## src/rtl/mem_master_port_if.sv

```systemverilog
// Client request/response and memory-controller bus for mem_master_port.
// master: the port block itself; slave: the client/controller environment.
interface mem_master_port_if;
  // client request
  logic       req_valid;
  logic       req_ready;
  logic       req_we;
  logic [7:0] req_addr;
  logic [7:0] req_wdata;
  // client response
  logic       rsp_valid;
  logic       rsp_err;
  logic [7:0] rsp_rdata;
  // memory controller side
  logic       mem_en;
  logic       mem_we;
  logic [7:0] mem_addr;
  logic [7:0] mem_di;
  logic       mem_gnt;
  logic [7:0] mem_do;

  modport master (
    input  req_valid, req_we, req_addr, req_wdata, mem_gnt, mem_do,
    output req_ready, rsp_valid, rsp_err, rsp_rdata,
           mem_en, mem_we, mem_addr, mem_di
  );

  modport slave (
    output req_valid, req_we, req_addr, req_wdata, mem_gnt, mem_do,
    input  req_ready, rsp_valid, rsp_err, rsp_rdata,
           mem_en, mem_we, mem_addr, mem_di
  );
endinterface

```

## src/rtl/mem_master_port.sv

```systemverilog
// Single-outstanding memory master port: accepts one client transaction,
// issues exactly one granted beat to the controller, waits READ_LATENCY
// edges for read data, and returns a one-cycle response. A request that is
// never granted is abandoned after GNT_TIMEOUT ungranted edges (rsp_err=1).
// Every output is a flop or a decode of the state register.
module mem_master_port #(
  parameter int unsigned READ_LATENCY = 2,   // 1..7
  parameter int unsigned GNT_TIMEOUT  = 15   // 1..255
) (
  input  logic               clk,
  input  logic               rst_n,
  mem_master_port_if.master  bus
);

  localparam logic [2:0] RL  = 3'(READ_LATENCY);
  localparam logic [7:0] TMO = 8'(GNT_TIMEOUT);

  typedef enum logic [1:0] {
    IDLE = 2'd0,
    REQ  = 2'd1,
    WAIT = 2'd2,
    RESP = 2'd3
  } state_e;

  state_e     state_q, state_d;
  logic       we_q,    we_d;      // latched request direction
  logic [7:0] addr_q,  addr_d;    // drives mem_addr, holds between requests
  logic [7:0] di_q,    di_d;      // drives mem_di, holds between requests
  logic [7:0] rdata_q, rdata_d;   // response data
  logic       err_q,   err_d;     // response error (grant timeout)
  logic [7:0] wcnt_q,  wcnt_d;    // ungranted REQ edges so far
  logic [2:0] lat_q,   lat_d;     // edges since the grant edge (reads)

  logic       wcnt_hit;

  // The edge that would bring the wait counter to GNT_TIMEOUT.
  assign wcnt_hit = (wcnt_q + 8'd1) == TMO;

  // Next-state and datapath decode; a grant on the timeout edge wins.
  always_comb begin
    state_d = state_q;
    we_d    = we_q;
    addr_d  = addr_q;
    di_d    = di_q;
    rdata_d = rdata_q;
    err_d   = err_q;
    wcnt_d  = wcnt_q;
    lat_d   = lat_q;
    unique case (state_q)
      IDLE: begin
        if (bus.req_valid) begin
          state_d = REQ;
          we_d    = bus.req_we;
          addr_d  = bus.req_addr;
          di_d    = bus.req_wdata;
          rdata_d = 8'h00;
          err_d   = 1'b0;
          wcnt_d  = 8'd0;
          lat_d   = 3'd0;
        end
      end
      REQ: begin
        if (bus.mem_gnt) begin
          err_d   = 1'b0;
          rdata_d = 8'h00;
          if (we_q) begin
            state_d = RESP;
          end else begin
            // grant edge counts as edge 0; capture happens at edge RL
            state_d = WAIT;
            lat_d   = 3'd1;
          end
        end else if (wcnt_hit) begin
          state_d = RESP;
          err_d   = 1'b1;
          rdata_d = 8'h00;
          wcnt_d  = TMO;
        end else begin
          wcnt_d  = wcnt_q + 8'd1;
        end
      end
      WAIT: begin
        if (lat_q == RL) begin
          state_d = RESP;
          rdata_d = bus.mem_do;
          err_d   = 1'b0;
        end else begin
          lat_d   = lat_q + 3'd1;
        end
      end
      RESP: begin
        // no backpressure: the response is a single-cycle pulse
        state_d = IDLE;
      end
      default: state_d = IDLE;
    endcase
  end

  // State and datapath registers; reset abandons any transaction in flight.
  always_ff @(posedge clk or negedge rst_n) begin
    if (!rst_n) begin
      state_q <= IDLE;
      we_q    <= 1'b0;
      addr_q  <= 8'h00;
      di_q    <= 8'h00;
      rdata_q <= 8'h00;
      err_q   <= 1'b0;
      wcnt_q  <= 8'd0;
      lat_q   <= 3'd0;
    end else begin
      state_q <= state_d;
      we_q    <= we_d;
      addr_q  <= addr_d;
      di_q    <= di_d;
      rdata_q <= rdata_d;
      err_q   <= err_d;
      wcnt_q  <= wcnt_d;
      lat_q   <= lat_d;
    end
  end

  // Outputs: state decodes plus registered datapath, no input feedthrough.
  assign bus.req_ready = (state_q == IDLE);
  assign bus.mem_en    = (state_q == REQ);
  assign bus.mem_we    = (state_q == REQ) && we_q;
  assign bus.mem_addr  = addr_q;
  assign bus.mem_di    = di_q;
  assign bus.rsp_valid = (state_q == RESP);
  assign bus.rsp_err   = err_q;
  assign bus.rsp_rdata = rdata_q;

endmodule

```

## src/flat_wrapper.sv

```systemverilog
// flat-port wrapper written by rule: the top's interface ports become plain ports
module mem_master_port_flat 
#(
  parameter int unsigned READ_LATENCY = 2,          
  parameter int unsigned GNT_TIMEOUT  = 15            
)
  (clk, rst_n, bus_req_valid, bus_req_we, bus_req_addr, bus_req_wdata, bus_mem_gnt, bus_mem_do, bus_req_ready, bus_rsp_valid, bus_rsp_err, bus_rsp_rdata, bus_mem_en, bus_mem_we, bus_mem_addr, bus_mem_di);
  mem_master_port_if bus_i ();
  input  logic clk;
  input  logic rst_n;
  input wire logic [$bits(bus_i.req_valid)-1:0] bus_req_valid;
  input wire logic [$bits(bus_i.req_we)-1:0] bus_req_we;
  input wire logic [$bits(bus_i.req_addr)-1:0] bus_req_addr;
  input wire logic [$bits(bus_i.req_wdata)-1:0] bus_req_wdata;
  input wire logic [$bits(bus_i.mem_gnt)-1:0] bus_mem_gnt;
  input wire logic [$bits(bus_i.mem_do)-1:0] bus_mem_do;
  output wire logic [$bits(bus_i.req_ready)-1:0] bus_req_ready;
  output wire logic [$bits(bus_i.rsp_valid)-1:0] bus_rsp_valid;
  output wire logic [$bits(bus_i.rsp_err)-1:0] bus_rsp_err;
  output wire logic [$bits(bus_i.rsp_rdata)-1:0] bus_rsp_rdata;
  output wire logic [$bits(bus_i.mem_en)-1:0] bus_mem_en;
  output wire logic [$bits(bus_i.mem_we)-1:0] bus_mem_we;
  output wire logic [$bits(bus_i.mem_addr)-1:0] bus_mem_addr;
  output wire logic [$bits(bus_i.mem_di)-1:0] bus_mem_di;
  assign bus_i.req_valid = bus_req_valid;
  assign bus_i.req_we = bus_req_we;
  assign bus_i.req_addr = bus_req_addr;
  assign bus_i.req_wdata = bus_req_wdata;
  assign bus_i.mem_gnt = bus_mem_gnt;
  assign bus_i.mem_do = bus_mem_do;
  assign bus_req_ready = bus_i.req_ready;
  assign bus_rsp_valid = bus_i.rsp_valid;
  assign bus_rsp_err = bus_i.rsp_err;
  assign bus_rsp_rdata = bus_i.rsp_rdata;
  assign bus_mem_en = bus_i.mem_en;
  assign bus_mem_we = bus_i.mem_we;
  assign bus_mem_addr = bus_i.mem_addr;
  assign bus_mem_di = bus_i.mem_di;
  mem_master_port #(.READ_LATENCY(READ_LATENCY), .GNT_TIMEOUT(GNT_TIMEOUT)) u_core (.clk(clk), .rst_n(rst_n), .bus(bus_i));
endmodule
```

## config.mk

```make
export PLATFORM = sky130hd
export DESIGN_NAME = mem_master_port_flat
export DESIGN_NICKNAME = d
export VERILOG_FILES = /design/src/rtl/mem_master_port_if.sv /design/src/rtl/mem_master_port.sv /design/src/flat_wrapper.sv
export SDC_FILE = /design/constraint.sdc
export NUM_CORES = 1
export LEC_CHECK = 0
export ABC_AREA = 1
export ABC_CLOCK_PERIOD_IN_PS = 2000
export BUFFER_PORTS_ARGS = -buffer_cell sky130_fd_sc_hd__clkbuf_2
export CAP_MARGIN = 40
export CORE_MARGIN = 4
export CORE_UTILIZATION = 51
export DETAILED_ROUTE_END_ITERATION = 12
export PLACE_DENSITY_LB_ADDON = 0.2
export REMOVE_ABC_BUFFERS = 1
export SLEW_MARGIN = 20
export SYNTH_ARGS = -nofsm -noshare
export SYNTH_HDL_FRONTEND = slang
export SYNTH_SLANG_ARGS = --single-unit
export TNS_END_PERCENT = 50
```

## constraint.sdc

```tcl
create_clock -name clk -period 2 [get_ports clk]
set_input_delay 0.2 -clock clk [delete_from_list [all_inputs] [get_ports clk]]
set_output_delay 0.2 -clock clk [all_outputs]
set_load 0.02 [all_outputs]
```

### Word-level counts from Yosys, hierarchy flattened

Index checks and enable logic that the tools add are counted.

* add/subtract/negate cells: 2
* eq/ne operators: 12
* mux-type cells: 24
* reduce and logical (&&, ||, !) cells: 9

Operators by type and width (count)
* $mux W8: 6
* $pmux W8 S3: 1
* $pmux W8 S2: 1
* $mux W3: 4
* $ne A2 B2 Y1 const B: 5
* $pmux W3 S3: 1
* $add A8 B1 Y8 const B: 1
* $eq A8 B4 Y1 const B: 1
* $mux W2: 4
* $pmux W2 S4: 1
* $reduce_and A3 Y1: 2
* $mux W1: 5
* $reduce_and A5 Y1: 1
* $eq A2 B2 Y1 const B: 2
* $reduce_and A4 Y1: 1
* $add A3 B1 Y3 const B: 1
* $eq A3 B2 Y1 const B: 1
* $ne A3 B2 Y1 const B: 1
* $pmux W1 S3: 1
* $reduce_bool A3 Y1: 1
* $eq A2 B1 Y1 const B: 1
* $logic_not A2 Y1: 1
* $ne A2 B1 Y1 const B: 1
* $reduce_and A2 Y1: 1
* 2 further kinds: 2

* register bits: 39
* bits of input ports: 29
* output and inout port bits: 29
* word-level logic and storage cells: 55

### Longest topological paths before layout

Gate-level depths: netlist of the first run.

* depth after elaboration: 5
* mapped depth: 12

### Worst setup path before layout of the first run

Ideal clock, no wire load.

* path kind: reg-to-reg
* start: reg u_core.state_q[1]
* end: reg u_core.wcnt_q[1]
* setup time: 0.125 ns
* arrival time: 1.749 ns
* required time: 1.875 ns
* slack: 0.126 ns
* stages on the path, launching flop included: 8
* path buffers: 0
* clock period less this slack: 1.874 ns
* cells stage by stage: dfrtp_1 > inv_1 > ha_1 > inv_1 > nor2_2 > nand2_1 > o21ai_2 > mux2_2

* cells in the longest elaborated chain, start to end: 3
* elaborated cells between the ends (all ways): 7

RTL lines
* start: declaration: RTL line mem_master_port.sv:25 `state_e state_q, state_d;`
* start signal: assignment: RTL line mem_master_port.sv:111 `state_q <= state_d;`
* $eq A2 B1 Y1 *
* net bus_mem_en: RTL line flat_wrapper.sv:21 `output wire logic [$bits(bus_i.mem_en)-1:0] bus_mem_en;`
* $ne A2 B2 Y1 (no source line) / $reduce_bool A2 Y1 (equally long branches)
* $reduce_and A3 Y1 (no source line)
* end signal: assignment: RTL line mem_master_port.sv:117 `wcnt_q <= wcnt_d;`
* end: declaration: RTL line mem_master_port.sv:31 `logic [7:0] wcnt_q, wcnt_d;`

The timed path passes the listed nets; every way through them passes the cells marked *.
A chain may end at the register's enable or synchronous reset.

### Worst setup path in the final report of the first run

* start: reg u_core.state_q[1]
* end: reg u_core.wcnt_q[1]

* cells in the longest elaborated chain, start to end: 3
* elaborated cells between the ends (all ways): 7

RTL lines
* $eq A2 B1 Y1 / $logic_not A2 Y1 (equally long branches): RTL line mem_master_port.sv:49 `unique case (state_q)`
* $ne A2 B2 Y1 (no source line) / $reduce_bool A2 Y1 (equally long branches)
* $reduce_and A3 Y1 (no source line)

Several ways; a longest one is shown, not always the timed one.

==> impl_metrics.toml, run 1 <==
[setup_path]
crit_path_start_kind = "flop"
required_ns = 2.18
cp_max_fo = 6
arrival_ns = 1.98
timing.rr.end = "u_core.wcnt_q[1]"
crit_type = "flop to flop"
r2r_setup_slack_ns = 0.20
end_kind = "flop"
r2r_cells = 7
timing.rr.start = "u_core.state_q[1]"

[hold_path]
whs_path_depth = 3
worstHoldStart = "bus_req_addr[1]"
hold_end = "u_core.bus.mem_addr[1]"
hold_path_class = "input pin to flop"

[cts]
cts.sinks = 39
cts_inserted_buffers = 5
cts_tree = "done"
path_clk_slew_ns = 0.08
htreeDepth = 2
post_cts_buffers = 0
insertion_delay_ns = 0.29
clock-root-buffer = "clkbuf_8"
clockBufferDepth = 2

[final_layout]
fin_nets = 352
instances_no_fill = 364
drive_above_1_share_pct = 29.7
final_cell_area_mm2 = 0.00252
areaGrowthSynthToFinish_pct = 24.8
fin_util_pct = 67.4
final_common_cell = "nand2_1"
antenna_cells = 0
mostFrequentLayoutCells = "100 x nand2_1, 57 x clkbuf_2, 39 x dfrtp_1, 28 x inv_1, 14 x nand4_1"

[timing]
final.setup.tns_ns = 0
post-route-min-period_ns = 1.80
max_freq_ghz = 0.555
slew_headroom_pct = 68.9
max_slew.worst_pin.slew_ns = 0.466
finalClockSkew_ns = 0.00480
fin_ws_ns = 0.198
setup_violations = 0
hold_violations = 0
maxSlewViolCount = 0
holdWs_ns = 0.0981
rsz0062_at_grt = "false"
timing.final.crit_share_pct = 90.1

[place]
post-place-ws_ns = 0.0968
placed_cells = 355
gp_congestion = 0.869
dpl-instance-area_mm2 = 0.00237
dp_hpwl_um = 3140
port_buffers = 57

[routing]
routed_wl_um = 4200
drc = 0
firstDrtPassIters = 4
drtIter0Drc = 79
wl_per_cell_um = 11.5
vias = 1772
avgViaCountPerCell = 4.87
ant_nets = 0

[grt]
grt.overflow.total = 0
gr-usage-all-layers_pct = 18.0
antenna_found_initial = 0
grt_first_pass_wirelength_um = 7430
grt_pass1_vias = 1713
grt_max_degree = 40

[floorplanning]
die-area_mm2 = 0.00503
ios = 58
row_count = 22
core_area_mm2 = 0.00374
die_h_um = 70.9
die_w_um = 70.9
floorplan.initialDensity_pct = 54.0

[run]
maxCapViolCount = 0

[synth]
yosys_warnings = 0
synthCells = 249
netlist_area_mm2 = 0.00202
synth_cell_type_count = 28
syn_area_per_cell_um2 = 8.12
synth_seq_cells = 39
yosysSeqAreaShare_pct = 48.3

[power_and_ir_drop]
vdd_drop_max_mv = 0.900
p_leak_nw = 1.44
total_power_mw = 4.05
pwr_density_cell_mw_per_mm2 = 1610

[run_status]
status = "finished clean"
## registers in the layout, indices dropped and copies added (netlist names)
signal,cells
u_core.state_q,2
u_core.bus.mem_addr,8
u_core.we_q,1
u_core.bus.rsp_err,1
u_core.bus.rsp_rdata,8
u_core.lat_q,3
u_core.bus.mem_di,8
u_core.wcnt_q,8
## cells by family after synthesis
family                     count (synthesis)  share of synthesized area [%]
buffers and inverters                     36                           7.86
AOI/OAI and AO/OA                         17                           4.77
DFF                                       39                           48.3
adders and majority gates                  8                           4.95
and+or+nand+nor                          148                           33.6
muxes                                      1                          0.557
## worst max path at each step
stage | from | depth (start not counted) | endpoint | slack, ns
5_1_grt | u_core.wcnt_q[0] | 10 | u_core.bus.rsp_rdata[7] | 0.02
3_3_place_gp | u_core.state_q[1] | 7 | u_core.wcnt_q[1] | 0.12
3_5_place_dp | u_core.state_q[1] | 7 | u_core.wcnt_q[1] | 0.1
4_1_cts | u_core.state_q[1] | 9 | u_core.wcnt_q[2] | 0.09
2_1_floorplan | u_core.state_q[0] | 9 | u_core.lat_q[2] | -0.01
6_report | u_core.state_q[1] | 7 | u_core.wcnt_q[1] | 0.20
## Yosys cell counts
| master | number | share of area [%] |
|---|---|---|
| nand3_2 | 2 | 0.99 |
| clkbuf_1 | 3 | 0.56 |
| clkinv_2 | 1 | 0.25 |
| nor3_1 | 1 | 0.25 |
| o21ai_0 | 9 | 2.2 |
| o31ai_1 | 1 | 0.37 |
| nand2_1 | 100 | 19 |
| nor2_1 | 9 | 1.7 |
| inv_1 | 28 | 5.2 |
| clkbuf_4 | 1 | 0.37 |
| nand3_1 | 6 | 1.5 |
| a22oi_1 | 1 | 0.37 |
| dfrtp_1 | 39 | 48 |
| buf_6 | 1 | 0.56 |
| o21ai_1 | 1 | 0.25 |
| nand2_4 | 1 | 0.56 |
| ha_1 | 8 | 5.0 |
| o22ai_1 | 2 | 0.62 |
| nor2_2 | 4 | 1.2 |
| nand3_4 | 1 | 0.87 |
| clkinv_1 | 1 | 0.19 |
| nor2_4 | 2 | 1.1 |
| buf_8 | 1 | 0.74 |
| o21ai_2 | 1 | 0.43 |
| a21oi_1 | 2 | 0.50 |
| mux2_2 | 1 | 0.56 |
| nand2_2 | 8 | 2.5 |
| nand4_1 | 14 | 4.3 |
## report_power, final
part	internal [mW]	total [mW]	switching (mW)
logic	0.647	1.90	1.26
clock network	0.497	0.776	0.278
registers	1.13	1.37	0.240
## worst max-delay path, cell delays in order (launching register included)
cell,delay (ns)
dfrtp_1,0.43
inv_1,0.10
ha_2,0.26
inv_1,0.09
nor2_2,0.20
nand2_1,0.17
o21ai_2,0.10
mux2_2,0.34
## layer usage
metal	part of all wire, %	track usage [%]	vias to the layer above	wire (um)
met4	1.2	5.01	0	50
li1	-	-	912	-
met5	0	0	-	0
met2	49	30.9	45	2050
met3	5.5	3.69	5	232
met1	44	23.1	810	1870
## final cells by class
cell class,instances,area [um^2]
Clock inverter,3,67.6
Clock buffer,5,68.8
Sequential cell,39,976
Timing Repair Buffer,65,348
Tap cell,48,60.1
Fill cell,326,1220
Inverter,30,114
Multi-Input combinational cell,174,888
## timing repair
action / in CTS / in global routing
endpoints found under the hold margin: 39 / 0
hold buffers: 1 / 0
gates resized for setup: 0 / 1
endpoints found under the setup margin: 0 / 2
Note: power is estimated with default switching activity, not from simulation.
==> inputs of run 2 (changes only) <==
PLACE_DENSITY_LB_ADDON = 0.05   (was 0.2)
==> run 2 against run 1 <==
Sequential share of layout area grew 0.29 points. Fmax grew 2.6%. Worst hold slack gained 0.016 ns. Sequential power is essentially flat. Clock-buffer cell count grew 3. Register-to-register slack gained 0.04 ns. Final area shrank 0.74%. Clock skew grew 0.0020 ns. Sequential cell count is the same. Die area is the same. Largest power group unchanged. Utilization shrank 0.50 points. Non-clock buffer count grew 2.
==> impl_metrics.toml, run 2 (synthesis results as in run 1) <==
[cts]
clockBufferDepth = 2
htreeDepth = 2
clock-root-buffer = "clkbuf_8"
path_clk_slew_ns = 0.07
cts_tree = "done"
cts_inserted_buffers = 5
post_cts_buffers = 0
cts.sinks = 39
insertion_delay_ns = 0.28

[power_and_ir_drop]
p_int_mw = 2.11
p_comb_share_pct = 49.9
pwr-share-clk_pct = 14.5
switching_power_mw = 1.75
p_seq_share_pct = 35.6
p_leak_nw = 1.44
total_power_mw = 3.86
switching_share_pct = 45.4
pwr_density_cell_mw_per_mm2 = 1540
vdd_drop_max_mv = 0.972

[timing]
finalClockSkew_ns = 0.00678
max_slew.worst_pin.slew_ns = 0.479
setup_violations = 0
max_freq_ghz = 0.569
rsz0062_at_grt = "false"
slew_headroom_pct = 68.1
timing.final.crit_share_pct = 87.8
holdWs_ns = 0.114
fin_ws_ns = 0.243
maxSlewViolCount = 0
post-route-min-period_ns = 1.76
hold_violations = 0

[routing]
avgViaCountPerCell = 4.86
firstDrtPassIters = 4
drtIter0Drc = 96
drc = 0
routed_wl_um = 4200
wl_per_cell_um = 11.5
vias = 1779
ant_nets = 0

[setup_path]
crit_chain = "ha_1, nand2_2, nand2_2, nor2_2, nand3_2, nor2_4, nand2_2, nand2_4, nand3_4, nand2_1, nand2_1"
timing.critical_path.max_delay_family = "simple AND/OR/NAND/NOR gates"
required_ns = 2.17
crit_top_cell = "nand2_2"
cpPeakStageDelay_ns = 0.42
arrival_ns = 1.93
crit_path_start_kind = "flop"
cp_max_fo = 13
crit_type = "flop to flop"
path_buf_inv = 0
end_kind = "flop"
cp_slowest_cell = "dfrtp_1"

[final_layout]
final_common_cell = "nand2_1"
antenna_cells = 0
fin_util_pct = 66.9
instances_no_fill = 366
nFillCells = 331
areaGrowthSynthToFinish_pct = 23.9
drive_above_1_share_pct = 29.9
mostFrequentLayoutCells = "100 x nand2_1, 57 x clkbuf_2, 39 x dfrtp_1, 28 x inv_1, 14 x nand4_1"
fin_nets = 354

[place]
post-place-ws_ns = 0.257
port_buffers = 57
dp_hpwl_um = 3230
gp_congestion = 0.858
placed_cells = 357

[floorplanning]
core_area_mm2 = 0.00374
ios = 58
die_h_um = 70.9
die-area_mm2 = 0.00503
floorplan.initialDensity_pct = 54.0
die_w_um = 70.9
row_count = 22

[run_status]
status = "finished clean"

[run]
maxCapViolCount = 0

[grt]
grt_first_pass_wirelength_um = 7710
grt_max_degree = 40
gr-usage-all-layers_pct = 18.8
grt.overflow.total = 0
grt_pass1_vias = 1745
antenna_found_initial = 0

[hold_path]
hold_path_class = "input pin to flop"
## run 2: cell count changes in the layout (fill, tap and decap cells not counted)
| cell | change |
|---|---|
| buf_4 | +2 |
| bufinv_16 | -2 |
| clkbuf_1 | +1 |
| clkbuf_8 | +2 |
| clkinvlp_4 | -1 |
| ha_1 | +1 |
| ha_2 | -1 |
| nand3_1 | -1 |
| nand3_2 | +1 |
## run 2: power by group through the flow
| stage | Clock (mW) | Combinational (mW) | Sequential (mW) |
|---|---|---|---|
| after floorplan | 0 | 0.990 | 1.64 |
| after global placement | 0 | 1.91 | 1.38 |
| after detailed placement | 0 | 1.94 | 1.38 |
| after CTS | 0.577 | 1.95 | 1.38 |
| after global routing | 0.612 | 2.19 | 1.42 |
| final | 0.562 | 1.93 | 1.37 |
## run 2: repair_timing
item / CTS / global route
endpoints found under the setup margin: 0 / 1
hold buffers: 1 / 0
resized for setup: 0 / 1
endpoints found under the hold margin: 39 / 0
## run 2: per-layer routing
metal	global-route usage, %	share of wire [%]
met5	0	0
met3	5.68	6.6
met2	28.9	47
met4	4.38	0.69
met1	26.3	46
## run 2: per-stage QoR
stage                     setup TNS (ns)  instance area [um^2]
after global placement                 0                  2390
after global routing                   0                  2500
final                                  0                  2500
after floorplan                  -0.0132                  1980
after detailed placement               0                  2390
after CTS                              0                  2500
## run 2: cell type report
class                      count  area (um^2)  share of cell area [%]
multi-input combinational    174          891                    35.6
inverter                      30          114                    4.55
timing repair buffer          67          363                    14.5
clock buffer                   8          100                    4.00
sequential                    39          976                    39.0
tap                           48         60.1                    2.40
## run 2: path summary, 6_finish.rpt
| check | slack, ns | cells past startpoint | start | to |
|---|---|---|---|---|
| worst min-delay path | 0.11 | 3 | bus_req_we | u_core.we_q |
| worst max register to register | 0.24 | 11 | u_core.wcnt_q[0] | u_core.bus.rsp_err |
| worst min register to register | 0.47 | 2 | u_core.bus.rsp_rdata[3] | u_core.bus.rsp_rdata[3] |
| max in group asynchronous | 1.16 | 3 | rst_n | u_core.bus.mem_addr[2] |
| worst max-delay path | 0.24 | 11 | u_core.wcnt_q[0] | u_core.bus.rsp_err |
| min in group asynchronous | 0.50 | 3 | rst_n | u_core.wcnt_q[6] |
## run 2: worst register-to-register path: stages, from the launching register on
cell and delay, ns:
dfrtp_1 0.42, ha_1 0.27, nand2_2 0.12, nand2_2 0.07, nor2_2 0.10, nand3_2 0.10, nor2_4 0.10, nand2_2 0.07
nand2_4 0.14, nand3_4 0.14, nand2_1 0.09, nand2_1 0.05
